File: config.mk
export PLATFORM = sky130hd
export DESIGN_NAME = ex_simple_pipe
export DESIGN_NICKNAME = d
export VERILOG_FILES = /design/src/rtl/ex_simple_pipe.sv
export SDC_FILE = /design/constraint.sdc
export NUM_CORES = 2
export LEC_CHECK = 0
export CORE_MARGIN = 1
export CORE_UTILIZATION = 42
export CTS_BUF_LIST = sky130_fd_sc_hd__clkbuf_4
export CTS_CLUSTER_SIZE = 20
export DETAILED_ROUTE_END_ITERATION = 6
export GPL_ROUTABILITY_DRIVEN = 1
export SLEW_MARGIN = 15
export SYNTH_ARGS = -nofsm -noshare
export SYNTH_HDL_FRONTEND = slang
export SYNTH_SLANG_ARGS = --single-unit
File: constraint.sdc
create_clock -name clk -period 79.7 [get_ports clk]
set_clock_uncertainty 0.15 [all_clocks]
set_input_delay 7.97 -clock clk [delete_from_list [all_inputs] [get_ports clk]]
set_output_delay 7.97 -clock clk [all_outputs]
set_load 0.01 [all_outputs]
File: src/rtl/ex_simple_pipe.sv
// Registered execute stage: age-ordered pick from the reservation stations,
// shared alu, multi-cycle pacing and a valid/ready result register.

module alu (
   input  logic [31:0] a,
   input  logic [31:0] b,
   input  logic [5:0]  aluop,
   output logic [31:0] result,
   output logic        divide_error
);

   logic unused_op;
   assign unused_op = ^aluop[4:3];

   // aluop[5]=1 selects divide (aluop[0]=0) or remainder (aluop[0]=1)
   always_comb begin
      result       = '0;
      divide_error = 1'b0;
      if (aluop[5]) begin
         if (b == '0) begin
            divide_error = 1'b1;
            result       = aluop[0] ? a : '1;
         end else begin
            result = aluop[0] ? (a % b) : (a / b);
         end
      end else begin
         unique case (aluop[2:0])
            3'd0: result = a + b;
            3'd1: result = a - b;
            3'd2: result = a & b;
            3'd3: result = a | b;
            3'd4: result = a ^ b;
            3'd5: result = a << b[4:0];
            3'd6: result = a >> b[4:0];
            3'd7: result = {31'b0, $signed(a) < $signed(b)};
         endcase
      end
   end

endmodule

module ex_simple_pipe #(
   parameter int NUM_RS = 2,
   parameter int RS_W   = 114,
   parameter int TAG_W  = 4,
   parameter int AGE_W  = 3,
   parameter int MC_LAT = 8
) (
   input  logic                    clk,
   input  logic                    rst_n,
   input  logic                    flush,
   input  logic [NUM_RS*RS_W-1:0]  rs_entry,
   input  logic [NUM_RS*TAG_W-1:0] rs_tag,
   input  logic [NUM_RS*AGE_W-1:0] rs_age,
   output logic [NUM_RS-1:0]       issue,
   output logic                    out_valid,
   input  logic                    out_ready,
   output logic [74:0]             executed_inst,
   output logic [TAG_W-1:0]        out_tag,
   output logic                    div_err,
   output logic [31:0]             writeData,
   output logic [4:0]              writeAddr,
   output logic                    writeEn
);

   localparam int CNT_W = (MC_LAT > 2) ? $clog2(MC_LAT - 1) : 1;

   typedef enum logic [1:0] {IDLE, BUSY, HOLD} state_t;

   state_t state, state_nx;

   logic              any_rdy;
   logic [NUM_RS-1:0] win_oh;
   logic [AGE_W-1:0]  best_age;
   logic [31:0]       w_s1, w_s2;
   logic [5:0]        w_op;
   logic [4:0]        w_rd;
   logic              w_rw;
   logic [TAG_W-1:0]  w_tag;

   logic [31:0]       op_s1, op_s2;
   logic [5:0]        op_aluop;
   logic [4:0]        op_rd;
   logic              op_rw;
   logic [TAG_W-1:0]  op_tag;
   logic [CNT_W-1:0]  cnt;

   logic [31:0]       res_q;
   logic [4:0]        rd_q;
   logic              rw_q;
   logic [TAG_W-1:0]  tag_q;
   logic              derr_q;

   logic              busy, can_accept, do_issue;
   logic              load_mc, capture, cnt_zero;
   logic [31:0]       a_s1, a_s2, alu_res;
   logic [5:0]        a_op;
   logic [4:0]        a_rd;
   logic              a_rw, alu_err;
   logic [TAG_W-1:0]  a_tag;

   logic unused_rs;
   assign unused_rs = ^rs_entry;

   // Strict less-than keeps the lowest index on an age tie
   always_comb begin
      any_rdy  = 1'b0;
      win_oh   = '0;
      best_age = '0;
      w_s1     = '0;
      w_s2     = '0;
      w_op     = '0;
      w_rd     = '0;
      w_rw     = 1'b0;
      w_tag    = '0;
      for (int i = 0; i < NUM_RS; i++) begin
         if (rs_entry[i*RS_W+38] && rs_entry[i*RS_W+5] &&
             (!any_rdy || rs_age[i*AGE_W +: AGE_W] < best_age)) begin
            any_rdy   = 1'b1;
            win_oh    = '0;
            win_oh[i] = 1'b1;
            best_age  = rs_age[i*AGE_W +: AGE_W];
            w_s1      = rs_entry[i*RS_W+6  +: 32];
            w_s2      = rs_entry[i*RS_W+39 +: 32];
            w_op      = rs_entry[i*RS_W+76 +: 6];
            w_rd      = rs_entry[i*RS_W +: 5];
            w_rw      = rs_entry[i*RS_W+71];
            w_tag     = rs_tag[i*TAG_W +: TAG_W];
         end
      end
   end

   assign busy       = (state == BUSY);
   assign cnt_zero   = (cnt == '0);
   assign can_accept = (state == IDLE) | ((state == HOLD) & out_ready);
   assign do_issue   = can_accept & ~flush & any_rdy & rst_n;
   assign load_mc    = do_issue & w_op[5];
   assign capture    = (do_issue & ~w_op[5]) | (busy & cnt_zero & ~flush);

   assign a_s1  = busy ? op_s1    : w_s1;
   assign a_s2  = busy ? op_s2    : w_s2;
   assign a_op  = busy ? op_aluop : w_op;
   assign a_rd  = busy ? op_rd    : w_rd;
   assign a_rw  = busy ? op_rw    : w_rw;
   assign a_tag = busy ? op_tag   : w_tag;

   alu u_alu (
      .a            (a_s1),
      .b            (a_s2),
      .aluop        (a_op),
      .result       (alu_res),
      .divide_error (alu_err)
   );

   always_ff @(posedge clk or negedge rst_n) begin
      if (!rst_n) state <= IDLE;
      else        state <= state_nx;
   end

   always_comb begin
      state_nx = state;
      if (flush) begin
         state_nx = IDLE;
      end else begin
         unique case (state)
            IDLE, HOLD: begin
               if (do_issue)
                  state_nx = w_op[5] ? BUSY : HOLD;
               else if (state == HOLD && !out_ready)
                  state_nx = HOLD;
               else
                  state_nx = IDLE;
            end
            BUSY: begin
               if (cnt_zero) state_nx = HOLD;
            end
            default: state_nx = IDLE;
         endcase
      end
   end

   always_comb begin
      out_valid = (state == HOLD);
      issue     = do_issue ? win_oh : '0;
      writeEn   = out_valid & out_ready & rw_q & ~flush;
   end

   always_ff @(posedge clk or negedge rst_n) begin
      if (!rst_n) begin
         cnt      <= '0;
         op_s1    <= '0;
         op_s2    <= '0;
         op_aluop <= '0;
         op_rd    <= '0;
         op_rw    <= 1'b0;
         op_tag   <= '0;
         res_q    <= '0;
         rd_q     <= '0;
         rw_q     <= 1'b0;
         tag_q    <= '0;
         derr_q   <= 1'b0;
      end else begin
         if (flush)
            cnt <= '0;
         else if (load_mc)
            cnt <= CNT_W'(MC_LAT - 2);
         else if (busy && !cnt_zero)
            cnt <= cnt - 1'b1;
         if (load_mc) begin
            op_s1    <= w_s1;
            op_s2    <= w_s2;
            op_aluop <= w_op;
            op_rd    <= w_rd;
            op_rw    <= w_rw;
            op_tag   <= w_tag;
         end
         if (capture) begin
            res_q  <= alu_res;
            derr_q <= alu_err;
            rd_q   <= a_rd;
            rw_q   <= a_rw;
            tag_q  <= a_tag;
         end
      end
   end

   assign executed_inst = {37'b0, rw_q, res_q, rd_q};
   assign writeData     = res_q;
   assign writeAddr     = rd_q;
   assign out_tag       = tag_q;
   assign div_err       = derr_q;

endmodule

==> qor.csv <==
stage;metric;value;unit
worst_setup_path;path_delay_family;compound AO/OA/AOI/OAI gates;
clock_network;cts_made_buffers;17;
synth;ys_ff_latch;126;
worst_setup_path;endpoint;writeData[18]$_DFFE_PN0P_;
placed_design;pre_cts_ws;-3.96;ns
worst_setup_path;required;80.20;ns
route;dr.pass1.iters;7;
sta;fin_ws;2.14;ns
floorplan;die_w;327;um
clock_network;cts_sinks;126;
worst_setup_path;worstPathArrival;78.06;ns
global_routing;use_met2;64.8;%
synth;yosysMostFrequentCell;nor2_1;
route;first_iter_violations;5788;
clock_network;clk_latency;0.77;ns
clock_network;hold_buffers;0;
floorplan;core_area;104000;um^2
worst_setup_path;critPathMaxStageDelay;0.48;ns
floorplan;start_util;42.6;%
sta;min_period;77.56;ns
synth;yosysWarnings;0;
worst_setup_path;crit_path_max_fanout;12;
sta;finalHoldViolCount;0;
floorplan;fp.dieH;327;um
placed_design;dp_cells;9806;
synth;synth.distinct_cells;100;
global_routing;gr-total-overflow;0;
global_routing;grt_max_degree;154;
worst_setup_path;regToRegSetupSlack;9.55;ns
finish;post_layout_nonfiller_instances;9961;
route;drc;3;
synth;synth_top_cell_by_area;ha_1;
worst_setup_path;crit_cells;376;
worst_setup_path;crit_path_end_kind;flip-flop;
status;outcome;complete, but fails checks;
synth;synthCells;6516;
sta;slew_headroom;9.06;%
finish;fillCellCount;9511;
synth;ys_seq_area_share;7.13;%
global_routing;antenna_found_initial;5;
worst_hold_path;min_path_type;flip-flop to flip-flop;
floorplan;die-area;107000;um^2
worst_setup_path;crit_buf_inv;61;
global_routing;grt_util_all_layers;41.3;%
synth;synth_edf_count;0;
synth;synth_top_cell_area_share;17.8;%
worst_setup_path;ff2ff_path_depth;369;
global_routing;grt_use_met1;52.7;%
global_routing;grt_busiest_layer;met2;
clock_network;clk_pin_slew;0.14;ns
worst_setup_path;cpMostUsedCell;buf_4;
sta;worst_pin_slew;1.36;ns
route;drt-vias-per-instance;6.00;
route;wl;233000;um
finish;nets;9443;
synth;synth-main-ff-cell;dfrtp_1;
worst_setup_path;timing_worst_setup_path_type;input pin to flip-flop;
synth;syn_area;44200;um^2
clock_network;htreeDepth;4;
worst_setup_path;rr_startpoint;state[1]$_DFFE_PN0P_;
synth;synth_commonest_cells;nor2_1, nand2_1, ha_1;
clock_network;cts_max_path_buffers;2;
worst_hold_path;hold_path.startpoint;div_err$_DFFE_PN0P_;
finish;drive_above_1_share;32.5;%
clock_network;cts_tree;done;
sta;setup_viol;0;
worst_setup_path;slowest_stage;clkdlybuf4s50_1;
global_routing;grt_pass1_wl;338000;um
finish;syn_to_final_growth;50.6;%
sta;slew_violations;0;
clock_network;clockRootBuffer;clkbuf_4;
route;routedWlPerCell;23.4;um
placed_design;finalWeightedCongestion;1.11;
route;ant_nets;0;
route;vias;59760;
synth;synthArstFlopShare;100;%
synth;syn_area_per_cell;6.79;um^2
sta;fin_crit_sh;97.3;%
global_routing;grt_use_met3;7.43;%
placed_design;io_buffers;253;
floorplan;ios;367;
synth;synth_area_leaders;ha_1, dfrtp_1, nor2_1;
status;violations;design-rule violations;
worst_setup_path;r2r_end;writeData[18]$_DFFE_PN0P_;
worst_setup_path;cp-start-kind;input pin;
sta;fmax;0.0129;GHz
worst_setup_path;crit_start;rs_entry[38];
global_routing;grt_pass1_vias;55979;
floorplan;rows;118;
placed_design;dpl.hpwl;185000;um
run;maxCapViolCount;0;
==> worst min path at each step <==
stage | endpoint | slack, ns | cells after the start
3_5_place_dp | div_err$_DFFE_PN0P_ | 0.31 | 2
3_3_place_gp | div_err$_DFFE_PN0P_ | 0.31 | 2
6_report | div_err$_DFFE_PN0P_ | 0.34 | 2
5_1_grt | op_aluop[5]$_DFFE_PN0P_ | 0.40 | 1
2_1_floorplan | op_aluop[5]$_DFFE_PN0P_ | 0.31 | 1
4_1_cts | div_err$_DFFE_PN0P_ | 0.35 | 2
==> area by class of cell <==
class | instances | area (um^2) | area share, %
multi-input cells | 5813 | 41600 | 62.5
repair buffers | 2368 | 18900 | 28.3
flip-flops and latches | 126 | 3150 | 4.73
well taps | 1380 | 1730 | 2.59
inverters | 239 | 897 | 1.35
clock inverters | 15 | 199 | 0.299
clock buffers | 17 | 128 | 0.192
diodes | 3 | 7.51 | 0.0113
==> flip-flops by register name, summed over array words and instances, names as in the netlist <==
name       cells
writeData     32
rw_q           1
out_tag        4
op_rw          1
cnt            3
op_rd          5
op_s1         32
state          2
div_err        1
op_tag         4
op_s2         32
op_aluop       4
writeAddr      5
==> per-stage QoR <==
stage | hold WS, ns | util, % | TNS [ns] | area [um^2]
floorplan | 0.308 | - | 0 | 44900
global placement | 0.306 | 60.3 | -94.15 | 62700
detailed placement | 0.314 | 60.3 | -117.73 | 62700
CTS | 0.349 | 61.2 | 0 | 63600
global route | 0.399 | 64.1 | -19.46 | 66600
finish | 0.338 | 64.1 | 0 | 66600
==> per-layer routing <==
| metal | vias up | wire length [um] |
|---|---|---|
| li1 | 28045 | - |
| met1 | 28299 | 94400 |
| met2 | 2730 | 100000 |
| met3 | 684 | 21300 |
| met4 | 2 | 16600 |
| met5 | - | 15 |
==> cells in the final DEF, fill, tap and decap left out, drive strengths merged, types with 84 or more instances in the layout <==
master         count
o21ai            428
o21a             149
inv              241
a31oi            136
xnor2            243
a21o             199
dfrtp            126
nand3            150
nand2            685
buf             2112
mux2i            110
nor2             820
a21oi            594
ha               629
xor2             135
nor3             228
or3               84
clkdlybuf4s50    252
==> worst reg2reg max path, delay by kind of cell (launching register included) <==
family,cells,cell delay (ns)
mux,5,1.61
fa+ha+maj,31,8.07
buf+inv,59,9.23
flops,1,0.43
simple gates,100,16.37
compound gates,174,34.27
==> timing repair <==
| action | CTS | global route |
|---|---|---|
| endpoints found under the hold margin | 0 | 0 |
| resized for setup | 90 | 451 |
| endpoints found under the setup margin | 32 | 32 |
| pin swaps | 25 | 245 |
| gates cloned | 0 | 6 |
| setup buffers | 15 | 100 |
==> logic make-up (layout without fill, tap and decap cells) <==
| family | count (synthesis) | in the layout | synth area share (%) |
|---|---|---|---|
| and+or+nand+nor | 2357 | 2358 | 24.1 |
| AOI/OAI and AO/OA | 2218 | 2218 | 32.8 |
| muxes | 190 | 190 | 4.53 |
| adders and majority gates | 632 | 632 | 17.9 |
| buffers and inverters | 614 | 2639 | 6.01 |
| DFF | 126 | 126 | 7.13 |
| xor gates and xnor gates | 378 | 378 | 7.48 |
| other | 1 | 40 | 0.00848 |
Power is not shown: default switching activity piles up to over one toggle a cycle in this logic, so the estimate is an artifact.
